==> src/rtl/rr_mux_pkg.sv <==
// Shared definitions for the four-channel round-robin packet multiplexer.
//   NUM_CH / PTR_W : channel count and channel-index width
//   state_t        : packet framing state (ARB = no packet open, LOCK = packet open)
//   grant_t        : result of a cyclic priority search (found flag + index)
//   next_grant()   : first valid channel searching cyclically from ptr+1
package rr_mux_pkg;

    localparam int unsigned NUM_CH = 4;
    localparam int unsigned PTR_W  = 2;

    typedef enum logic {
        ARB,
        LOCK
    } state_t;

    typedef struct packed {
        logic             found;
        logic [PTR_W-1:0] idx;
    } grant_t;

    // ptr is the most recent winner, so it has the lowest priority (k=NUM_CH wraps to ptr).
    function automatic grant_t next_grant(input logic [PTR_W-1:0] ptr,
                                          input logic [NUM_CH-1:0] valid);
        grant_t           g;
        logic [PTR_W-1:0] c;
        g = '0;
        for (int unsigned k = 1; k <= NUM_CH; k++) begin
            c = ptr + PTR_W'(k);
            if (!g.found && valid[c]) begin
                g.found = 1'b1;
                g.idx   = c;
            end
        end
        return g;
    endfunction

endpackage

==> src/rtl/rr_mux_4x1_if.sv <==
// Handshake bundle between four upstream channels, the multiplexer and one downstream sink.
//   in_valid/in_data/in_last/in_ready : per-channel input streams (channel i at bits [i*WIDTH +: WIDTH])
//   out_valid/out_data/out_ch/out_last/out_ready : merged, channel-tagged output stream
// Modports: slave = the multiplexer, master = the environment driving it.
interface rr_mux_4x1_if #(
    parameter int unsigned WIDTH = 8
);
    logic [3:0]         in_valid;
    logic [4*WIDTH-1:0] in_data;
    logic [3:0]         in_last;
    logic [3:0]         in_ready;
    logic               out_valid;
    logic [WIDTH-1:0]   out_data;
    logic [1:0]         out_ch;
    logic               out_last;
    logic               out_ready;

    modport slave (
        input  in_valid, in_data, in_last, out_ready,
        output in_ready, out_valid, out_data, out_ch, out_last
    );

    modport master (
        output in_valid, in_data, in_last, out_ready,
        input  in_ready, out_valid, out_data, out_ch, out_last
    );
endinterface

==> src/rtl/rr_arbiter_4.sv <==
// Combinational cyclic priority picker for four requesters.
//   req        : request bits, one per channel
//   ptr        : last winner; search starts at ptr+1
//   gnt_onehot : one-hot grant (zero when nothing requests)
//   gnt_idx    : index of the granted channel (don't-care when any=0)
//   any        : at least one request present
module rr_arbiter_4
    import rr_mux_pkg::*;
(
    input  logic [3:0] req,
    input  logic [1:0] ptr,
    output logic [3:0] gnt_onehot,
    output logic [1:0] gnt_idx,
    output logic       any
);
    grant_t g;

    assign g = next_grant(ptr, req);

    always_comb begin
        gnt_onehot = '0;
        if (g.found) begin
            gnt_onehot[g.idx] = 1'b1;
        end
        gnt_idx = g.idx;
        any     = g.found;
    end
endmodule

==> src/rtl/rr_mux_4x1.sv <==
// Four-channel round-robin packet multiplexer with a single registered output stage.
//   clk : rising-edge clock
//   rst : synchronous active-high reset
//   bus : rr_mux_4x1_if slave port carrying the four input streams and the output stream
// A channel that wins arbitration with a non-last beat holds the output until its last
// beat; single-beat packets re-arbitrate every cycle. One beat per cycle sustained.
module rr_mux_4x1
    import rr_mux_pkg::*;
#(
    parameter int unsigned WIDTH = 8
) (
    input  logic         clk,
    input  logic         rst,
    rr_mux_4x1_if.slave  bus
);
    state_t           state;
    logic [PTR_W-1:0] ptr;
    logic [PTR_W-1:0] lock_ch;

    logic [3:0]       gnt_onehot;
    logic [PTR_W-1:0] gnt_idx;
    logic             gnt_any;

    logic             load_en;
    logic [3:0]       rdy;
    logic             capture;
    logic [PTR_W-1:0] sel;
    logic [WIDTH-1:0] ch_data [NUM_CH];

    logic             ov;
    logic [WIDTH-1:0] od;
    logic [PTR_W-1:0] och;
    logic             ol;

    rr_arbiter_4 u_arb (
        .req        (bus.in_valid),
        .ptr        (ptr),
        .gnt_onehot (gnt_onehot),
        .gnt_idx    (gnt_idx),
        .any        (gnt_any)
    );

    always_comb begin
        for (int unsigned i = 0; i < NUM_CH; i++) begin
            ch_data[i] = bus.in_data[i*WIDTH +: WIDTH];
        end
    end

    // The output register can take a beat when empty or being drained this cycle.
    assign load_en = !ov || bus.out_ready;

    always_comb begin
        rdy = '0;
        if (state == ARB) begin
            if (load_en && gnt_any) begin
                rdy = gnt_onehot;
            end
        end else begin
            rdy[lock_ch] = load_en;
        end
    end

    assign sel     = (state == LOCK) ? lock_ch : gnt_idx;
    assign capture = |(bus.in_valid & rdy);

    always_ff @(posedge clk) begin
        if (rst) begin
            state   <= ARB;
            ptr     <= PTR_W'(NUM_CH - 1);
            lock_ch <= '0;
            ov      <= 1'b0;
            od      <= '0;
            och     <= '0;
            ol      <= 1'b0;
        end else if (capture) begin
            ov  <= 1'b1;
            od  <= ch_data[sel];
            och <= sel;
            ol  <= bus.in_last[sel];
            if (state == ARB) begin
                ptr <= gnt_idx;
                if (!bus.in_last[gnt_idx]) begin
                    state   <= LOCK;
                    lock_ch <= gnt_idx;
                end
            end else if (bus.in_last[lock_ch]) begin
                state <= ARB;
            end
        end else if (bus.out_ready) begin
            ov <= 1'b0;
        end
    end

    assign bus.in_ready  = rdy;
    assign bus.out_valid = ov;
    assign bus.out_data  = od;
    assign bus.out_ch    = och;
    assign bus.out_last  = ol;
endmodule

==> src/flat_wrapper.sv <==
// flat-port wrapper written by rule: the top's interface ports become plain ports
module rr_mux_4x1_flat import rr_mux_pkg::*;
#(
    parameter int unsigned WIDTH = 8
)
  (clk, rst, bus_in_valid, bus_in_data, bus_in_last, bus_out_ready, bus_in_ready, bus_out_valid, bus_out_data, bus_out_ch, bus_out_last);
  rr_mux_4x1_if #(.WIDTH(WIDTH)) bus_i ();
  input  logic clk;
  input  logic rst;
  input wire logic [$bits(bus_i.in_valid)-1:0] bus_in_valid;
  input wire logic [$bits(bus_i.in_data)-1:0] bus_in_data;
  input wire logic [$bits(bus_i.in_last)-1:0] bus_in_last;
  input wire logic [$bits(bus_i.out_ready)-1:0] bus_out_ready;
  output wire logic [$bits(bus_i.in_ready)-1:0] bus_in_ready;
  output wire logic [$bits(bus_i.out_valid)-1:0] bus_out_valid;
  output wire logic [$bits(bus_i.out_data)-1:0] bus_out_data;
  output wire logic [$bits(bus_i.out_ch)-1:0] bus_out_ch;
  output wire logic [$bits(bus_i.out_last)-1:0] bus_out_last;
  assign bus_i.in_valid = bus_in_valid;
  assign bus_i.in_data = bus_in_data;
  assign bus_i.in_last = bus_in_last;
  assign bus_i.out_ready = bus_out_ready;
  assign bus_in_ready = bus_i.in_ready;
  assign bus_out_valid = bus_i.out_valid;
  assign bus_out_data = bus_i.out_data;
  assign bus_out_ch = bus_i.out_ch;
  assign bus_out_last = bus_i.out_last;
  rr_mux_4x1 #(.WIDTH(WIDTH)) u_core (.clk(clk), .rst(rst), .bus(bus_i));
endmodule
==> config.mk <==
export PLATFORM = sky130hd
export DESIGN_NAME = rr_mux_4x1_flat
export DESIGN_NICKNAME = d
export VERILOG_FILES = /design/src/rtl/rr_mux_pkg.sv /design/src/rtl/rr_mux_4x1_if.sv /design/src/rtl/rr_arbiter_4.sv /design/src/rtl/rr_mux_4x1.sv /design/src/flat_wrapper.sv
export SDC_FILE = /design/constraint.sdc
export NUM_CORES = 1
export LEC_CHECK = 0
export BUFFER_PORTS_ARGS = -buffer_cell sky130_fd_sc_hd__buf_2
export CORE_MARGIN = 2
export CORE_UTILIZATION = 53
export CTS_BUF_LIST = sky130_fd_sc_hd__clkbuf_8
export CTS_CLUSTER_DIAMETER = 120
export DETAILED_ROUTE_END_ITERATION = 16
export PLACE_DENSITY = 0.88
export SYNTH_ARGS = -nofsm -noshare
export SYNTH_HDL_FRONTEND = slang
export SYNTH_HIERARCHICAL = 1
export SYNTH_SLANG_ARGS = --single-unit
==> constraint.sdc <==
create_clock -name clk -period 4.58 [get_ports clk]
set_clock_uncertainty 0.15 [all_clocks]
set_input_delay 0.229 -clock clk [delete_from_list [all_inputs] [get_ports clk]]
set_output_delay 0.229 -clock clk [all_outputs]
set_load 0.02 [all_outputs]
==> key figures, run 1 <==
Floorplan
  – Core Rows: 18
  – X dimension of the die: 55.0 um
  – Top-level port count: 59
  – Die Area: 0.00303 sq mm
  – Starting Density: 55.7%
  – Floorplan Core Area: ~0.0025 sq mm
  – Die Height: 55.0 um

Yosys
  – Most frequently used flop master after synthesis: sky130_fd_sc_hd__dfxtp_1
  – Synth area leaders: sky130_fd_sc_hd__dfxtp_1 (25%), sky130_fd_sc_hd__mux4_2 (18%), sky130_fd_sc_hd__mux2i_1 (8.7%), sky130_fd_sc_hd__nor2_1 (6.3%), sky130_fd_sc_hd__nand2_1 (4.1%)
  – Post-synth design cell area: 0.00138 sq mm
  – Number of warning messages in the yosys log: 6
  – Part of the Yosys area used for sequential elements: 24.7%
  – Number of flops mapped to enable cells by yosys: 0
  – Count of mapped cells out of synthesis: 144
  – Asr flop ratio synth: 0%
  – Synthesized netlist net count: 187
  – Area share of the largest cell type after synthesis: 24.7%
  – Number of flip-flops and latches in the synthesized netlist: 17
  – Synth cell types: 42
  – Synthesized area per cell: 9.58 sq um
  – Cell taking the most area after synthesis: sky130_fd_sc_hd__dfxtp_1

Cells and area
  – Total area of multi-input combinational cells: 932 sq um
  – Count of nets after finishing: 240
  – Diode insertion count for antenna repair: 0
  – Leading cell type in the layout, fill and taps excluded: sky130_fd_sc_hd__buf_2
  – Register area: 340 sq um
  – Commonest cells after routing, fill and taps aside: sky130_fd_sc_hd__buf_2 (58), sky130_fd_sc_hd__nor2_1 (23), sky130_fd_sc_hd__dfxtp_1 (17)
  – Final cell count without fillers: 226
  – Post-layout util: 67.5%
  – Fraction of layout cells with a size suffix above 1: 43.4%
  – Area grow syn2layout: 21.3%
  – Layout filler cell count: ~210
  – Final non-filler cell area: 0.00167 sq mm

STA
  – Final setup violation count: 0
  – Post-route minimum period: 2.78 ns
  – Total count of max-transition violations in the final report: 0
  – Max-slew headroom at the worst pin: a little over a third
  – Fmax: 359 MHz
  – Tightest Pin Transition: 0.968 ns
  – RSZ-0062 raised after global routing: no
  – Final-report hold violation count: 0
  – Total negative setup slack: 0 ns
  – Final Cycle Share: 60.7%

Detailed routing
  – Count of nets left with antenna violations after detail routing: 0
  – Vias per Instance: 5.83
  – Wire length after detailed routing: 3240 um
  – Wirelength per Cell: 14.3 um
  – Drt pass-1 iters: 4
  – # DRC: 0
  – DR vias: 1318
  – First DRT Iteration DRCs: 29

GRT
  – Number of antenna violations at the first check in global routing: 0
  – GR Overflow Total: 0
  – Via count of the first global-routing pass: 1108
  – Total global routing track utilization: 21.9%
  – First-pass GRT wire length: 4730 um
  – Maximum number of pins on one net before global-route repair: 18

Placement
  – DP Area: 0.00163 sq mm
  – Total placed cells including tap cells: 222
  – Detailed Place HPWL: approximately 2600 um
  – Number of input and output port buffers inserted: 58
  – Final RePlAce weighted congestion: 0.834

Setup path
  – Worst setup path class: reg -> reg
  – Highest net fanout along the worst path: 14
  – Cell depth of the worst flop-to-flop path: 7
  – Beginning of the worst register-to-register path: u_core/ptr[1]
  – Worst EP required: 4.55 ns
  – Worst EP arrival: 2.76 ns
  – Slack of the worst reg-to-reg path: 1.80 ns
  – CP startpoint kind: flip-flop
  – Reg2Reg Capture Point: u_core/bus.out_data[7]
  – Setup crit end kind: flip-flop

Clock network
  – CTS buffer count: 3
  – Max H-tree Level: 1
  – CTS clock-pin slew for the worst setup and hold paths: 0.07 ns
  – Count of instances resized after the clock tree is built: 0
  – Root Driver: sky130_fd_sc_hd__clkbuf_8
  – Max Root-Sink Buffers: 2
  – Clock network latency to the later pin of the worst-skew pair: roughly 0.25 ns
  – Sinks on the clock net: 17
  – CTS tree: yes
  – Post-CTS Hold Buffers: 0
  – Number of setup buffers added after CTS: 0

Worst hold path
  – Worst hold path type: in -> reg
  – Hold Path Sink: u_core/bus.out_data[6]
  – Hold Path Stages: 2
  – Worst Hold Launch: rst

Run status
  – Result of the run: finished clean

Power
  – IR drop worst, VDD: roughly 430 uV
  – Leakage: 0.799 nW
  – Power density over the cells: 578 mW/mm^2

Run
  – Max-cap viol count: 0
==> cell type report <==
cell class | count | share of cell area, %
Timing Repair Buffer | 58 | 17.4
Clock inverter | 1 | 0.299
Clock buffer | 3 | 2.47
Sequential cell | 17 | 20.3
Multi-Input combinational cell | 110 | 55.7
Inverter | 7 | 1.57
Tap cell | 30 | 2.24
==> critical path, cell delays in order, from the launching register on <==
cell and delay, ns:
sky130_fd_sc_hd__dfxtp_1 0.56, sky130_fd_sc_hd__and2b_1 0.25, sky130_fd_sc_hd__a21oi_1 0.11, sky130_fd_sc_hd__o221ai_1 0.26
sky130_fd_sc_hd__mux2i_4 0.54, sky130_fd_sc_hd__mux4_2 0.56, sky130_fd_sc_hd__mux2i_1 0.16, sky130_fd_sc_hd__nor2_1 0.07
==> flip-flops by register name (all words and copies together), names as in the netlist <==
register              cells
u_core/bus.out_data       8
u_core/bus.out_ch         2
u_core/lock_ch            2
u_core/ptr                2
u_core/bus.out_last       1
u_core/bus.out_valid      1
u_core/state              1
==> routing by layer <==
layer / share of wire [%] / global-route usage, %
met1: 40 / 23.2
met2: 53 / 42.7
met3: 5.6 / 4.03
met4: 0.89 / 7.32
met5: 0 / 0
==> synth_stat cells, types with 2 or more instances <==
| master | number |
|---|---|
| sky130_fd_sc_hd__inv_1 | 7 |
| sky130_fd_sc_hd__buf_2 | 2 |
| sky130_fd_sc_hd__o21ai_1 | 2 |
| sky130_fd_sc_hd__buf_4 | 2 |
| sky130_fd_sc_hd__mux2i_1 | 12 |
| sky130_fd_sc_hd__nor2b_1 | 2 |
| sky130_fd_sc_hd__o21bai_1 | 2 |
| sky130_fd_sc_hd__o22ai_2 | 2 |
| sky130_fd_sc_hd__and2b_1 | 3 |
| sky130_fd_sc_hd__nand2_1 | 15 |
| sky130_fd_sc_hd__nor3_1 | 3 |
| sky130_fd_sc_hd__a32oi_1 | 2 |
| sky130_fd_sc_hd__a21oi_1 | 8 |
| sky130_fd_sc_hd__a211oi_1 | 2 |
| sky130_fd_sc_hd__o32ai_2 | 2 |
| sky130_fd_sc_hd__dfxtp_1 | 17 |
| sky130_fd_sc_hd__mux4_2 | 11 |
| sky130_fd_sc_hd__clkbuf_1 | 2 |
| sky130_fd_sc_hd__nor2_1 | 23 |
| sky130_fd_sc_hd__buf_6 | 3 |
==> how the worst max path moves through the flow <==
stage,from,to,slack (ns),cells after the start
2_1_floorplan,u_core/ptr[1],u_core/bus.out_data[1],2.19,8
3_3_place_gp,u_core/ptr[1],u_core/bus.out_data[7],1.90,7
3_5_place_dp,u_core/ptr[1],u_core/bus.out_data[7],1.77,7
4_1_cts,u_core/ptr[1],u_core/bus.out_data[7],1.76,7
5_1_grt,u_core/ptr[1],u_core/bus.out_data[7],1.56,7
6_report,u_core/ptr[1],u_core/bus.out_data[7],1.80,7
==> through the flow <==
| step | power (mW) | hold slack (ns) | worst slack [ns] |
|---|---|---|---|
| 2_1_floorplan | 0.750 | 0.340 | 2.19 |
| 3_3_place_gp | 0.835 | 0.320 | 1.90 |
| 3_5_place_dp | 0.859 | 0.315 | 1.77 |
| 4_1_cts | 0.970 | 0.187 | 1.76 |
| 5_1_grt | 1.03 | 0.189 | 1.56 |
| 6_report | 0.967 | 0.189 | 1.80 |
==> power by group <==
| group | internal (mW) | leakage (nW) | switching (mW) |
|---|---|---|---|
| clock | 0.0602 | 0.0255 | 0.0503 |
| sequential | 0.206 | 0.140 | 0.0669 |
| combinational | 0.280 | 0.634 | 0.303 |
| total | 0.546 | 0.799 | 0.421 |
==> cell families (layout without fill, tap and decap cells) <==
logic type	after synthesis	count (layout)	synth area share, %
simple gates	53	53	17.9
compound gates	32	32	20.4
mux	25	25	29.3
flops	17	17	24.7
buf+inv	17	69	7.71
Note: power is estimated with default switching activity, not from simulation.
==> run 2, diff against run 1 <==
Settings changed: CORE_UTILIZATION 53 to 49, PLACE_DENSITY 0.88 to 0.82.
Clock period 4.58 ns to 2.9 ns, I/O delays scaled along.
==> run 2 against run 1 <==
Effect of this change: flip-flop and latch count unchanged; core utilization decreased by 4.9 points; routed wire length increased by 6.0%; via count decreased by 0.46%; critical path depth increased by 1; largest power group unchanged; first-iteration DRC count increased by 69%; setup slack got worse by 1.5 ns; sequential power increased by 59%; worst hold slack got worse by 0.088 ns; clock power increased by 67%; design area increased by 1.5%.
==> key figures, run 2 (synthesized netlist as in run 1, its figures left out) <==
Floorplan
  – X dimension of the die: 57.0 um (was 55.0 um)
  – Floorplan Core Area: 0.00271 sq mm (was 0.00248 sq mm)
  – Core Rows: 19 (was 18)
  – Top-level port count: 59 (unchanged)
  – Die Height: 57.0 um (was 55.0 um)
  – Die Area: 0.00325 sq mm (was 0.00303 sq mm)
  – Starting Density: 50.9% (was 55.7%)

Detailed routing
  – Wirelength per Cell: 14.9 um (was 14.3 um)
  – Wire length after detailed routing: 3440 um (was 3240 um)
  – First DRT Iteration DRCs: 49 (was 29)
  – DR vias: 1312 (was 1318)
  – Drt pass-1 iters: 4 (unchanged)
  – Vias per Instance: 5.70 (was 5.83)
  – # DRC: 0 (unchanged)
  – Count of nets left with antenna violations after detail routing: 0 (unchanged)

GRT
  – Via count of the first global-routing pass: 1297 (was 1108)
  – Number of antenna violations at the first check in global routing: 0 (unchanged)
  – Maximum number of pins on one net before global-route repair: 18 (unchanged)
  – GR Overflow Total: 0 (unchanged)
  – Total global routing track utilization: 22.1% (was 21.9%)
  – First-pass GRT wire length: 5590 um (was 4730 um)

Setup path
  – Worst EP arrival: 2.59 ns (was 2.76 ns)
  – Slowest CP cell: sky130_fd_sc_hd__mux4_2 (was sky130_fd_sc_hd__dfxtp_1)
  – Stage delay of the slowest cell on the critical path: 0.52 ns (was 0.56 ns)
  – Cell depth of the worst flop-to-flop path: 8 (was 7)
  – Ordered cell list for the critical path: and2b_1 > a21oi_1 > o221ai_1 > mux2i_4 > buf_4 > mux4_2 > mux2i_1 > nor2_1 (was and2b_1 > a21oi_1 > o221ai_1 > mux2i_4 > mux4_2 > mux2i_1 > nor2_1)
  – CP startpoint kind: flip-flop (unchanged)
  – Worst EP required: 2.89 ns (was 4.55 ns)
  – Slack of the worst reg-to-reg path: 0.30 ns (was 1.80 ns)
  – Setup crit start: u_core/ptr[1] (unchanged)
  – Beginning of the worst register-to-register path: u_core/ptr[1] (unchanged)
  – Setup crit end kind: flip-flop (unchanged)
  – Reg2Reg Capture Point: u_core/bus.out_data[5] (was u_core/bus.out_data[7])
  – Worst setup path class: reg -> reg (unchanged)
  – Highest net fanout along the worst path: 14 (unchanged)

Run
  – Max-cap viol count: 0 (unchanged)

Power
  – Power density over the cells: 932 mW/mm^2 (was 578 mW/mm^2)
  – Switching share of total power: 44.0% (was 43.5%)
  – IR drop worst, VDD: 571 uV (was 434 uV)
  – Leakage: 0.813 nW (was 0.799 nW)
  – Sequential cell fraction of total power: 27.4% (was 28.2%)
  – NetSw: 0.696 mW (was 0.421 mW)
  – Clock group share of total power: 11.7% (was 11.4%)
  – Internal cell power: 0.887 mW (was 0.546 mW)
  – Logic gate share of total power: 60.9% (was 60.3%)

Clock network
  – Count of instances resized after the clock tree is built: 0 (unchanged)
  – Post-CTS Hold Buffers: 0 (unchanged)
  – Root Driver: sky130_fd_sc_hd__clkbuf_8 (unchanged)
  – CTS buffer count: 3 (unchanged)
  – Max H-tree Level: 1 (unchanged)
  – Sinks on the clock net: 17 (unchanged)
  – Max Root-Sink Buffers: 2 (unchanged)
  – Number of setup buffers added after CTS: 0 (unchanged)
  – CTS tree: yes (unchanged)
  – CTS clock-pin slew for the worst setup and hold paths: 0.07 ns (about the same)
  – Clock network latency to the later pin of the worst-skew pair: 0.26 ns (was 0.25 ns)

STA
  – Worst hold slack after final layout: 0.102 ns (was 0.189 ns)
  – Tightest Pin Transition: 0.723 ns (was 0.968 ns)
  – Final Cycle Share: 89.8% (was 60.7%)
  – Post-route minimum period: 2.60 ns (was 2.78 ns)
  – Fmax: 384 MHz (was 359 MHz)
  – Final-report hold violation count: 0 (unchanged)
  – RSZ-0062 raised after global routing: no (unchanged)
  – Final setup violation count: 0 (unchanged)
  – Total negative setup slack: 0 ns (unchanged)
  – Max-slew headroom at the worst pin: 50.9% (was 35.2%)
  – Total count of max-transition violations in the final report: 0 (unchanged)

Worst hold path
  – Hold Path Stages: 3 (was 2)
  – Worst hold path type: in -> reg (unchanged)
  – Worst Hold Launch: bus_out_ready (was rst)
  – Hold Path Sink: u_core/bus.out_valid (was u_core/bus.out_data[6])

Cells and area
  – Leading cell type in the layout, fill and taps excluded: sky130_fd_sc_hd__buf_2 (unchanged)
  – Diode insertion count for antenna repair: 0 (unchanged)
  – Final cell count without fillers: 230 (was 226)
  – Fraction of layout cells with a size suffix above 1: 44.7% (was 43.4%)
  – Layout filler cell count: 236 (was 207)
  – Number of flip-flops under the largest register name: 8 (unchanged)
  – Count of nets after finishing: 243 (was 240)
  – Commonest cells after routing, fill and taps aside: sky130_fd_sc_hd__buf_2 (58), sky130_fd_sc_hd__nor2_1 (23), sky130_fd_sc_hd__dfxtp_1 (16) (was sky130_fd_sc_hd__buf_2 (58), sky130_fd_sc_hd__nor2_1 (23), sky130_fd_sc_hd__dfxtp_1 (17))
  – Area grow syn2layout: 23.1% (was 21.3%)

Placement
  – Final RePlAce weighted congestion: 0.853 (was 0.834)
  – Number of input and output port buffers inserted: 58 (unchanged)
  – Detailed Place HPWL: 2630 um (was 2560 um)
  – Total placed cells including tap cells: 226 (was 222)

Run status
  – Result of the run: finished clean (unchanged)
run 2: how the worst max path moves through the flow:
stage | to
floorplan | u_core/bus.out_data[1]
global placement | u_core/bus.out_data[3]
detailed placement | u_core/bus.out_data[5]
CTS | u_core/bus.out_data[5]
global route | u_core/bus.out_data[5]
finish | u_core/bus.out_data[5]
run 2: layout make-up:
type                            instances  area (sq um)  area share, %
Inverter                                7          26.3           1.55
Timing Repair Buffer                   61           313           18.4
Sequential cell                        17           342           20.1
Clock buffer                            3          41.3           2.43
Multi-Input combinational cell        110           932           54.9
Tap cell                               31          38.8           2.28
Clock inverter                          1          5.00          0.295
run 2: metal layers:
metal | GRT usage [%] | routed length [um] | share of wire [%] | up-vias
met4 | 12.3 | 83 | 2.4 | 0
met5 | 0 | 0 | 0 | -
met2 | 39.2 | 1720 | 50 | 64
met3 | 3.63 | 243 | 7.1 | 8
met1 | 25.0 | 1390 | 40 | 602
li1 | - | - | - | 638
run 2: stage by stage:
step                      worst slack [ns]  area, sq um  power [mW]  util [%]
final                                0.295         1700        1.58      62.6
after global placement               0.367         1650        1.35      60.9
after global routing                 0.123         1700        1.68      62.6
after CTS                            0.172         1700        1.58      62.6
after floorplan                      0.512         1380        1.18         -
after detailed placement             0.170         1650        1.40      60.9
run 2: power by group through the flow:
stage / Sequential (mW) / Clock (mW) / Combinational [mW]
5_1_grt: 0.452 / 0.190 / 1.04
6_report: 0.434 / 0.185 / 0.964
3_5_place_dp: 0.435 / 0 / 0.963
4_1_cts: 0.432 / 0.183 / 0.966
2_1_floorplan: 0.455 / 0 / 0.729
3_3_place_gp: 0.425 / 0 / 0.922
run 2: worst max-delay path, delay by kind of cell, from the launching register on:
kind | cells | cell delay, ns
multiplexers | 3 | 0.93
buffers and inverters | 1 | 0.25
AND/OR/NAND/NOR | 2 | 0.29
flip-flops | 1 | 0.46
AO/OA/AOI/OAI | 2 | 0.40
==> run 3, diff against run 2 <==
Settings changed: REMOVE_ABC_BUFFERS set to 1.
==> run 3 against run 2 <==
Effect of this change: via count shrank 0.76%; setup slack got worse by 0.077 ns; maximum frequency shrank 2.9%; first-iteration DRC count increased by 6.1%; die area is the same; clock power shrank 3%; design area about the same; combinational power shrank 1%; largest cell class unchanged; highest routed layer unchanged.
==> key figures, run 3 (synthesized netlist as in run 1, its figures left out) <==
Cells and area
  – Commonest cells after routing, fill and taps aside: sky130_fd_sc_hd__buf_2 (58), sky130_fd_sc_hd__nor2_1 (23), sky130_fd_sc_hd__dfxtp_1 (17) (was sky130_fd_sc_hd__buf_2 (58), sky130_fd_sc_hd__nor2_1 (23), sky130_fd_sc_hd__dfxtp_1 (16))
  – Final non-filler cell area: 0.00170 sq mm (about the same)
  – Count of nets after finishing: 243 (unchanged)
  – Diode insertion count for antenna repair: 0 (unchanged)
  – Area grow syn2layout: 23.0% (was 23.1%)
  – Leading cell type in the layout, fill and taps excluded: sky130_fd_sc_hd__buf_2 (unchanged)
  – Post-layout util: 62.6% (about the same)
  – Number of flip-flops under the largest register name: 8 (unchanged)
  – Fraction of layout cells with a size suffix above 1: 44.2% (was 44.7%)
  – Final cell count without fillers: 230 (unchanged)

Setup path
  – Worst setup path class: reg -> reg (unchanged)
  – Highest net fanout along the worst path: 14 (unchanged)
  – Slack of the worst reg-to-reg path: 0.22 ns (was 0.30 ns)
  – CP startpoint kind: flip-flop (unchanged)
  – Beginning of the worst register-to-register path: u_core/ptr[1] (unchanged)
  – Worst EP arrival: 2.66 ns (was 2.59 ns)
  – Worst EP required: 2.88 ns (was 2.89 ns)
  – Setup crit start: u_core/ptr[1] (unchanged)
  – Setup crit end kind: flip-flop (unchanged)

Worst hold path
  – Worst Hold Launch: rst (was bus_out_ready)
  – Worst hold path type: in -> reg (unchanged)

Clock network
  – CTS clock-pin slew for the worst setup and hold paths: 0.07 ns (about the same)
  – Number of setup buffers added after CTS: 0 (unchanged)
  – Count of instances resized after the clock tree is built: 0 (unchanged)
  – Max H-tree Level: 1 (unchanged)
  – CTS buffer count: 3 (unchanged)
  – Max Root-Sink Buffers: 2 (unchanged)
  – Root Driver: sky130_fd_sc_hd__clkbuf_8 (unchanged)
  – Clock network latency to the later pin of the worst-skew pair: 0.26 ns (about the same)
  – Post-CTS Hold Buffers: 0 (unchanged)
  – CTS tree: yes (unchanged)
  – Sinks on the clock net: 17 (unchanged)

Run
  – Max-cap viol count: 0 (unchanged)

Power
  – Power density over the cells: 921 mW/mm^2 (was 932 mW/mm^2)
  – IR drop worst, VDD: 718 uV (was 571 uV)
  – Total power: 1.56 mW (was 1.58 mW)
  – Leakage: 0.814 nW (was 0.813 nW)

Floorplan
  – Starting Density: 50.9% (unchanged)
  – Floorplan Core Area: 0.00271 sq mm (unchanged)
  – Top-level port count: 59 (unchanged)
  – Die Height: 57.0 um (unchanged)
  – Die Area: 0.00325 sq mm (unchanged)
  – Core Rows: 19 (unchanged)
  – X dimension of the die: 57.0 um (unchanged)

STA
  – Final setup violation count: 0 (unchanged)
  – Total count of max-transition violations in the final report: 0 (unchanged)
  – Final Cycle Share: 92.5% (was 89.8%)
  – Post-route minimum period: 2.68 ns (was 2.60 ns)
  – Final-report hold violation count: 0 (unchanged)
  – Fmax: 373 MHz (was 384 MHz)
  – Worst hold slack after final layout: 0.0972 ns (was 0.102 ns)
  – Tightest Pin Transition: 0.636 ns (was 0.723 ns)
  – Total negative setup slack: 0 ns (unchanged)
  – Final WS setup: 0.218 ns (was 0.295 ns)
  – RSZ-0062 raised after global routing: no (unchanged)
  – Max-slew headroom at the worst pin: 56.8% (was 50.9%)

Placement
  – Number of input and output port buffers inserted: 58 (unchanged)
  – DP Area: 0.00165 sq mm (unchanged)
  – Place WS: 0.236 ns (was 0.170 ns)
  – Total placed cells including tap cells: 226 (unchanged)
  – Final RePlAce weighted congestion: 0.796 (was 0.853)
  – Detailed Place HPWL: 2540 um (was 2630 um)

GRT
  – Total global routing track utilization: 20.4% (was 22.1%)
  – First-pass GRT wire length: 5330 um (was 5590 um)
  – Via count of the first global-routing pass: 1253 (was 1297)
  – Number of antenna violations at the first check in global routing: 0 (unchanged)
  – Maximum number of pins on one net before global-route repair: 18 (unchanged)
  – GR Overflow Total: 0 (unchanged)

Detailed routing
  – Drt pass-1 iters: 4 (unchanged)
  – Wirelength per Cell: 14.3 um (was 14.9 um)
  – Vias per Instance: 5.66 (was 5.70)
  – Wire length after detailed routing: 3290 um (was 3440 um)
  – Count of nets left with antenna violations after detail routing: 0 (unchanged)
  – Met1 layer wirelength in the final routing: 1320 um (was 1390 um)
  – # DRC: 0 (unchanged)
  – Highest metal used: met4 (unchanged)
  – DR vias: 1302 (was 1312)
  – Routed met2 length: 1690 um (was 1720 um)
  – Detail Route met3 WL: 254 um (was 243 um)
  – First DRT Iteration DRCs: 52 (was 49)

Run status
  – Result of the run: finished clean (unchanged)
[run 3: cell counts in the layout (fill, tap and decap cells not counted)]
No cell type changed its count.
[run 3: final cells by class]
cell class                      count  area [sq um]
Inverter                            7          26.3
Timing Repair Buffer               61           313
Fill cell                         228          1010
Sequential cell                    17           340
Clock inverter                      1          5.00
Multi-Input combinational cell    110           932
Tap cell                           31          38.8
Clock buffer                        3          41.3
[run 3: final timing paths]
check / to / depth (start not counted)
worst min-delay path: u_core/bus.out_ch[1] / 2
worst max-delay path: u_core/bus.out_data[3] / 8
worst max register to register: u_core/bus.out_data[3] / 8
worst min register to register: u_core/bus.out_last / 2
[run 3: critical path: stages (launching register included)]
cell and delay, ns:
sky130_fd_sc_hd__dfxtp_1 0.56, sky130_fd_sc_hd__and2b_1 0.25, sky130_fd_sc_hd__a21oi_1 0.11, sky130_fd_sc_hd__o221ai_1 0.28, sky130_fd_sc_hd__mux2i_4 0.23, sky130_fd_sc_hd__buf_4 0.24, sky130_fd_sc_hd__mux4_2 0.52, sky130_fd_sc_hd__mux2i_1 0.14
sky130_fd_sc_hd__nor2_1 0.08
[run 3: routing by layer]
| layer | GRT usage, % | up-vias |
|---|---|---|
| li1 | - | 638 |
| met1 | 24.5 | 598 |
| met2 | 37.6 | 64 |
| met3 | 3.63 | 2 |
| met4 | 5.32 | 0 |
| met5 | 0 | - |
[run 3: where the power goes]
part	switching, mW	internal, mW	total [mW]
logic	0.487	0.465	0.952
clock network	0.0832	0.0955	0.179
registers	0.107	0.325	0.432
